$ cat config.mk
export PLATFORM = sky130hd
export DESIGN_NAME = alu_uart_frontend_flat
export DESIGN_NICKNAME = d
export VERILOG_FILES = /design/src/rtl/alu_uart_frontend_if.sv /design/src/rtl/alu_uart_frontend.sv /design/src/flat_wrapper.sv
export SDC_FILE = /design/constraint.sdc
export NUM_CORES = 1
export LEC_CHECK = 0
export CAP_MARGIN = 5
export CELL_PAD_IN_SITES_DETAIL_PLACEMENT = 0
export CELL_PAD_IN_SITES_GLOBAL_PLACEMENT = 1
export CORE_UTILIZATION = 25
export DETAILED_ROUTE_END_ITERATION = 12
export GPL_TIMING_DRIVEN = 0
export PLACE_DENSITY_LB_ADDON = 0.1
export SETUP_SLACK_MARGIN = 0.3
export SLEW_MARGIN = 20
export SYNTH_ARGS = -nofsm -noshare
export SYNTH_HDL_FRONTEND = slang
export SYNTH_SLANG_ARGS = --single-unit
$ cat constraint.sdc
create_clock -name i_clk -period 3.4 [get_ports i_clk]
set_input_delay 0.68 -clock i_clk [delete_from_list [all_inputs] [get_ports i_clk]]
set_output_delay 0.68 -clock i_clk [all_outputs]
set_load 0.01 [all_outputs]
$ cat src/rtl/alu_uart_frontend_if.sv
// Bus bundle between the UART rx/tx pair, the ALU and the byte-stream front end.
// The "master" side is the front end itself; the "slave" side is its environment
// (UART receiver/transmitter and the ALU).
interface alu_uart_frontend_if #(
   parameter int N_BITS  = 32,
   parameter int NB_BYTE = 8,
   parameter int NB_OP   = 6
);
   // Inputs to the front end
   logic [NB_BYTE-1:0] i_rx_data;
   logic               i_rx_done;
   logic               i_tx_done;
   logic [N_BITS-1:0]  i_alu_result;

   // Outputs from the front end
   logic [N_BITS-1:0]  o_alu_a;
   logic [N_BITS-1:0]  o_alu_b;
   logic [NB_OP-1:0]   o_alu_op;
   logic [NB_BYTE-1:0] o_tx_data;
   logic               o_tx_start;
   logic               o_busy;

   modport master (
      input  i_rx_data, i_rx_done, i_tx_done, i_alu_result,
      output o_alu_a, o_alu_b, o_alu_op, o_tx_data, o_tx_start, o_busy
   );

   modport slave (
      output i_rx_data, i_rx_done, i_tx_done, i_alu_result,
      input  o_alu_a, o_alu_b, o_alu_op, o_tx_data, o_tx_start, o_busy
   );
endinterface

$ cat src/rtl/alu_uart_frontend.sv
// Byte-stream front end for ALU bring-up over UART.
// Collects operand A, operand B (little-endian, NBYTES bytes each) and an
// operation byte, presents them to the ALU, latches the result and streams it
// back byte by byte over a start/done handshake with the transmitter.
// N_BITS must be a multiple of NB_BYTE.
module alu_uart_frontend #(
   parameter int N_BITS  = 32,
   parameter int NB_BYTE = 8,
   parameter int NB_OP   = 6
) (
   input  logic                  i_clk,
   input  logic                  i_reset,
   alu_uart_frontend_if.master   bus
);

   localparam int NBYTES = N_BITS / NB_BYTE;
   localparam int CNT_W  = (NBYTES > 1) ? $clog2(NBYTES) : 1;
   localparam logic [CNT_W-1:0] CNT_LAST = CNT_W'(NBYTES - 1);

   typedef enum logic [2:0] {
      RX_A     = 3'd0,
      RX_B     = 3'd1,
      RX_OP    = 3'd2,
      EXEC     = 3'd3,
      TX_START = 3'd4,
      TX_WAIT  = 3'd5
   } state_t;

   state_t             state_q,   state_d;
   logic [CNT_W-1:0]   cnt_q,     cnt_d;
   logic [N_BITS-1:0]  alu_a_q,   alu_a_d;
   logic [N_BITS-1:0]  alu_b_q,   alu_b_d;
   logic [NB_OP-1:0]   alu_op_q,  alu_op_d;
   logic [N_BITS-1:0]  result_q,  result_d;
   logic [NB_BYTE-1:0] tx_data_q, tx_data_d;

   logic [CNT_W-1:0]   cnt_inc;
   logic               cnt_last;

   assign cnt_inc  = cnt_q + CNT_W'(1);
   assign cnt_last = (cnt_q == CNT_LAST);

   // State and datapath registers; synchronous reset dominates every input.
   always_ff @(posedge i_clk) begin
      if (i_reset) begin
         state_q   <= RX_A;
         cnt_q     <= '0;
         alu_a_q   <= '0;
         alu_b_q   <= '0;
         alu_op_q  <= '0;
         result_q  <= '0;
         tx_data_q <= '0;
      end else begin
         state_q   <= state_d;
         cnt_q     <= cnt_d;
         alu_a_q   <= alu_a_d;
         alu_b_q   <= alu_b_d;
         alu_op_q  <= alu_op_d;
         result_q  <= result_d;
         tx_data_q <= tx_data_d;
      end
   end

   // Next-state and datapath update; every register holds unless its state acts.
   always_comb begin
      state_d   = state_q;
      cnt_d     = cnt_q;
      alu_a_d   = alu_a_q;
      alu_b_d   = alu_b_q;
      alu_op_d  = alu_op_q;
      result_d  = result_q;
      tx_data_d = tx_data_q;

      case (state_q)
         RX_A: begin
            if (bus.i_rx_done) begin
               alu_a_d[int'(cnt_q)*NB_BYTE +: NB_BYTE] = bus.i_rx_data;
               if (cnt_last) begin
                  cnt_d   = '0;
                  state_d = RX_B;
               end else begin
                  cnt_d = cnt_inc;
               end
            end
         end

         RX_B: begin
            if (bus.i_rx_done) begin
               alu_b_d[int'(cnt_q)*NB_BYTE +: NB_BYTE] = bus.i_rx_data;
               if (cnt_last) begin
                  cnt_d   = '0;
                  state_d = RX_OP;
               end else begin
                  cnt_d = cnt_inc;
               end
            end
         end

         RX_OP: begin
            if (bus.i_rx_done) begin
               alu_op_d = bus.i_rx_data[NB_OP-1:0];
               state_d  = EXEC;
            end
         end

         // The tx byte is registered on entry to TX_START so it stays stable
         // until the next TX_START; byte 0 comes straight from the ALU here
         // because result_q is only being loaded on this same edge.
         EXEC: begin
            result_d  = bus.i_alu_result;
            tx_data_d = bus.i_alu_result[NB_BYTE-1:0];
            cnt_d     = '0;
            state_d   = TX_START;
         end

         TX_START: begin
            state_d = TX_WAIT;
         end

         TX_WAIT: begin
            if (bus.i_tx_done) begin
               if (cnt_last) begin
                  cnt_d   = '0;
                  state_d = RX_A;
               end else begin
                  cnt_d     = cnt_inc;
                  tx_data_d = result_q[int'(cnt_inc)*NB_BYTE +: NB_BYTE];
                  state_d   = TX_START;
               end
            end
         end

         default: begin
            state_d = RX_A;
         end
      endcase
   end

   assign bus.o_alu_a    = alu_a_q;
   assign bus.o_alu_b    = alu_b_q;
   assign bus.o_alu_op   = alu_op_q;
   assign bus.o_tx_data  = tx_data_q;
   assign bus.o_tx_start = (state_q == TX_START);
   assign bus.o_busy     = (state_q == EXEC) || (state_q == TX_START) || (state_q == TX_WAIT);

endmodule

$ cat src/flat_wrapper.sv
// flat-port wrapper written by rule: the top's interface ports become plain ports
module alu_uart_frontend_flat 
#(
   parameter int N_BITS  = 32,
   parameter int NB_BYTE = 8,
   parameter int NB_OP   = 6
)
  (i_clk, i_reset, bus_i_rx_data, bus_i_rx_done, bus_i_tx_done, bus_i_alu_result, bus_o_alu_a, bus_o_alu_b, bus_o_alu_op, bus_o_tx_data, bus_o_tx_start, bus_o_busy);
  alu_uart_frontend_if #(.N_BITS(N_BITS), .NB_BYTE(NB_BYTE), .NB_OP(NB_OP)) bus_i ();
  input  logic i_clk;
  input  logic i_reset;
  input wire logic [$bits(bus_i.i_rx_data)-1:0] bus_i_rx_data;
  input wire logic [$bits(bus_i.i_rx_done)-1:0] bus_i_rx_done;
  input wire logic [$bits(bus_i.i_tx_done)-1:0] bus_i_tx_done;
  input wire logic [$bits(bus_i.i_alu_result)-1:0] bus_i_alu_result;
  output wire logic [$bits(bus_i.o_alu_a)-1:0] bus_o_alu_a;
  output wire logic [$bits(bus_i.o_alu_b)-1:0] bus_o_alu_b;
  output wire logic [$bits(bus_i.o_alu_op)-1:0] bus_o_alu_op;
  output wire logic [$bits(bus_i.o_tx_data)-1:0] bus_o_tx_data;
  output wire logic [$bits(bus_i.o_tx_start)-1:0] bus_o_tx_start;
  output wire logic [$bits(bus_i.o_busy)-1:0] bus_o_busy;
  assign bus_i.i_rx_data = bus_i_rx_data;
  assign bus_i.i_rx_done = bus_i_rx_done;
  assign bus_i.i_tx_done = bus_i_tx_done;
  assign bus_i.i_alu_result = bus_i_alu_result;
  assign bus_o_alu_a = bus_i.o_alu_a;
  assign bus_o_alu_b = bus_i.o_alu_b;
  assign bus_o_alu_op = bus_i.o_alu_op;
  assign bus_o_tx_data = bus_i.o_tx_data;
  assign bus_o_tx_start = bus_i.o_tx_start;
  assign bus_o_busy = bus_i.o_busy;
  alu_uart_frontend #(.N_BITS(N_BITS), .NB_BYTE(NB_BYTE), .NB_OP(NB_OP)) u_core (.i_clk(i_clk), .i_reset(i_reset), .bus(bus_i));
endmodule
==> metrics <==
met1 usage=19.92%; Min-Delay Path Class=reg2reg; Post-CTS Repair Setup Buffers=0; Root Driver=clkbuf_16; H-tree depth=4; crit path max fanout=10; Peak Freq=0.3501 GHz; Worst-Margin Slew=0.7168 ns; layout cells sized above 1=12.21%; nature of the critical path endpoint=output pin; Synth cell types=38; Final Cycle Share=84.01%; Post-Syn Area=0.004791 sq mm; Syn Nets=597; clock buffer depth=2; GR peak layer=met2; largest family of logic cells by synthesized area=simple AND/OR/NAND/NOR gates; CTS tree=built; Post-Place Worst Slack=0.7955 ns; die area=0.01972 sq mm; clock sink count=115; Placeable Area=0.01877 sq mm; Sequential Area=0.002302 sq mm; critical path class=reg2out; DR vias=4,285; commonest non-fill, non-tap cell in the layout=nand2_1; average size of a mapped cell=8.742 sq um; yosys warns=0; CP required=2.72 ns; Final Hold Viols=0; Area growth syn-to-layout=42.86%; Critical Path Source Type=flop; fin worst setup slack=0.5436 ns; Post-Synth Adder-Cell Area=1.306%; Area contributors post-synth=dfxtp_1, nand2_1, a21oi_1; final hold slack=0.4495 ns; setup_tns=0 ns; cts hold-fix bufs=0; GR Util All Layers=16.47%; final setup fails=0; XOR/XNOR share of the synthesized area=0%; Critical Path AT=2.18 ns; area leader, netlist=dfxtp_1; Rows=50; number of synthesized flops with an enable pin=0; most frequent cells in the layout=nand2_1, dfxtp_1, clkdlybuf4s50_1, a21oi_1, nand3_1; Yosys reg bits=115; M3 GR Usage=4.103%; CTS resizes=0; Synth Area in Compound Gates=14.05%; Slew Limit Fails=0; met2 global-route usage=28.45%; vias in the first global route=4,146; routed len/inst=16.98 um; final antenna-violating net count=0; headroom to the max-slew limit=52.22%; post-route DRC violation count=0; Iter 0 DRT Violations=232; Post-Synth Simple-Gate Area=24.37%; mux contribution to synthesized area=6.137%; Pleak=2.398 nW; IO buf count=114; Period minus WS final=2.856 ns; WL final=15,790 um; peak supply drop=331.1 uV; RSZ-0062 raised after global routing=false; clk_lat worst skew=0.41 ns; async set or reset register ratio after synthesis=0%; final RePlAce weighted congestion=0.7787; Remaining Overflow, GRT=0; I/O pins=124; Layout fillers=1,972; CTS clk-pin slew, worst paths=0.05 ns; via/cell ratio=4.608; max_cap viols=0; Clock Skew=0.007065 ns; drt pass-1 iters=4; CTS Buf Count=17; Mapped Cells=548; initial antenna violation count=0; largest net degree at the start of global routing=17; die width=140.4 um; share of the synthesized area in the top cell type=48.05%; sequential fraction of the synthesis area=48.05%; first-pass GRT wire length=23,870 um; area of the multi-input gates=0.002197 sq mm; main flop type after synthesis=dfxtp_1; status=completed; die height=140.4 um; PD cells=497.6 mW/mm^2; Nets=734; n_diodes=0; Initial Util=25.53%; hpwl dp=11,300 um
==> critical path: stages, from the launching register on <==
cell and delay, ns:
dfxtp_1 0.40, buf_2 0.25, nand3b_1 0.20, buf_2 0.26, nand2_1 0.11, clkdlybuf4s50_1 0.54
==> synthesized netlist by cell type (3+ instances only) <==
cell      instances
a21oi_1          83
a22oi_1          16
a311oi_1          7
and3_1            7
buf_2            23
buf_4             5
buf_6             7
clkbuf_1         13
dfxtp_1         115
ha_1              5
inv_1             3
mux2i_1           8
mux4_1            5
mux4_2            3
nand2_1         130
nand3_1          56
nor2_1           33
==> path summary, 6_finish.rpt <==
| check | startpoint | end | slack (ns) | cells past startpoint |
|---|---|---|---|---|
| min | u_core.result_q[21]$_SDFFE_PP0P_ | u_core.result_q[21]$_SDFFE_PP0P_ | 0.45 | 2 |
| max reg2reg | u_core.cnt_q[0]$_SDFFE_PP0P_ | u_core.bus.o_alu_b[1]$_SDFFE_PP0P_ | 1.23 | 7 |
| max | u_core.state_q[0]$_SDFFE_PP0P_ | bus_o_busy | 0.54 | 5 |
| min reg2reg | u_core.result_q[21]$_SDFFE_PP0P_ | u_core.result_q[21]$_SDFFE_PP0P_ | 0.45 | 2 |
==> flip-flops by register name, indices dropped and copies added (netlist names) <==
signal	count
u_core.bus.o_alu_a	32
u_core.bus.o_alu_b	32
u_core.result_q	32
u_core.bus.o_tx_data	8
u_core.bus.o_alu_op	6
u_core.state_q	3
u_core.cnt_q	2
==> layout make-up <==
class / instances / area share [%]
clock inverter: 4 / 1.024
timing repair buffer: 118 / 17.11
multi-input combinational: 382 / 32.10
sequential: 115 / 33.64
clock buffer: 26 / 7.587
buffer: 48 / 4.095
inverter: 3 / 0.1645
tap: 234 / 4.278
==> where the power goes <==
| part | internal (mW) | switching, mW |
|---|---|---|
| clock | 1.18 | 0.598 |
| sequential | 1.36 | 0.00798 |
| combinational | 0.107 | 0.148 |
==> logic make-up after synthesis <==
group | count (synthesis)
compound gates | 114
fa+ha+maj | 5
buf+inv | 51
flops | 115
mux | 17
simple gates | 246
==> stage by stage <==
step                utilization (%)  total power, mW  cell area (sq um)  instances
CTS                           36.31            3.443               6814        926
detailed placement            33.17            1.655               6225        896
finish                        36.47            3.406               6844        930
global placement              33.17            1.652               6225        896
floorplan                         -            1.537               4791        548
global route                  36.47            3.521               6844        930
==> routing by layer <==
layer,share of wire (%),vias up
met5,0,-
li1,-,2162
met1,45,2005
met2,50,106
met3,4.2,12
met4,1.1,0
Power figures use the tool's default switching activity.
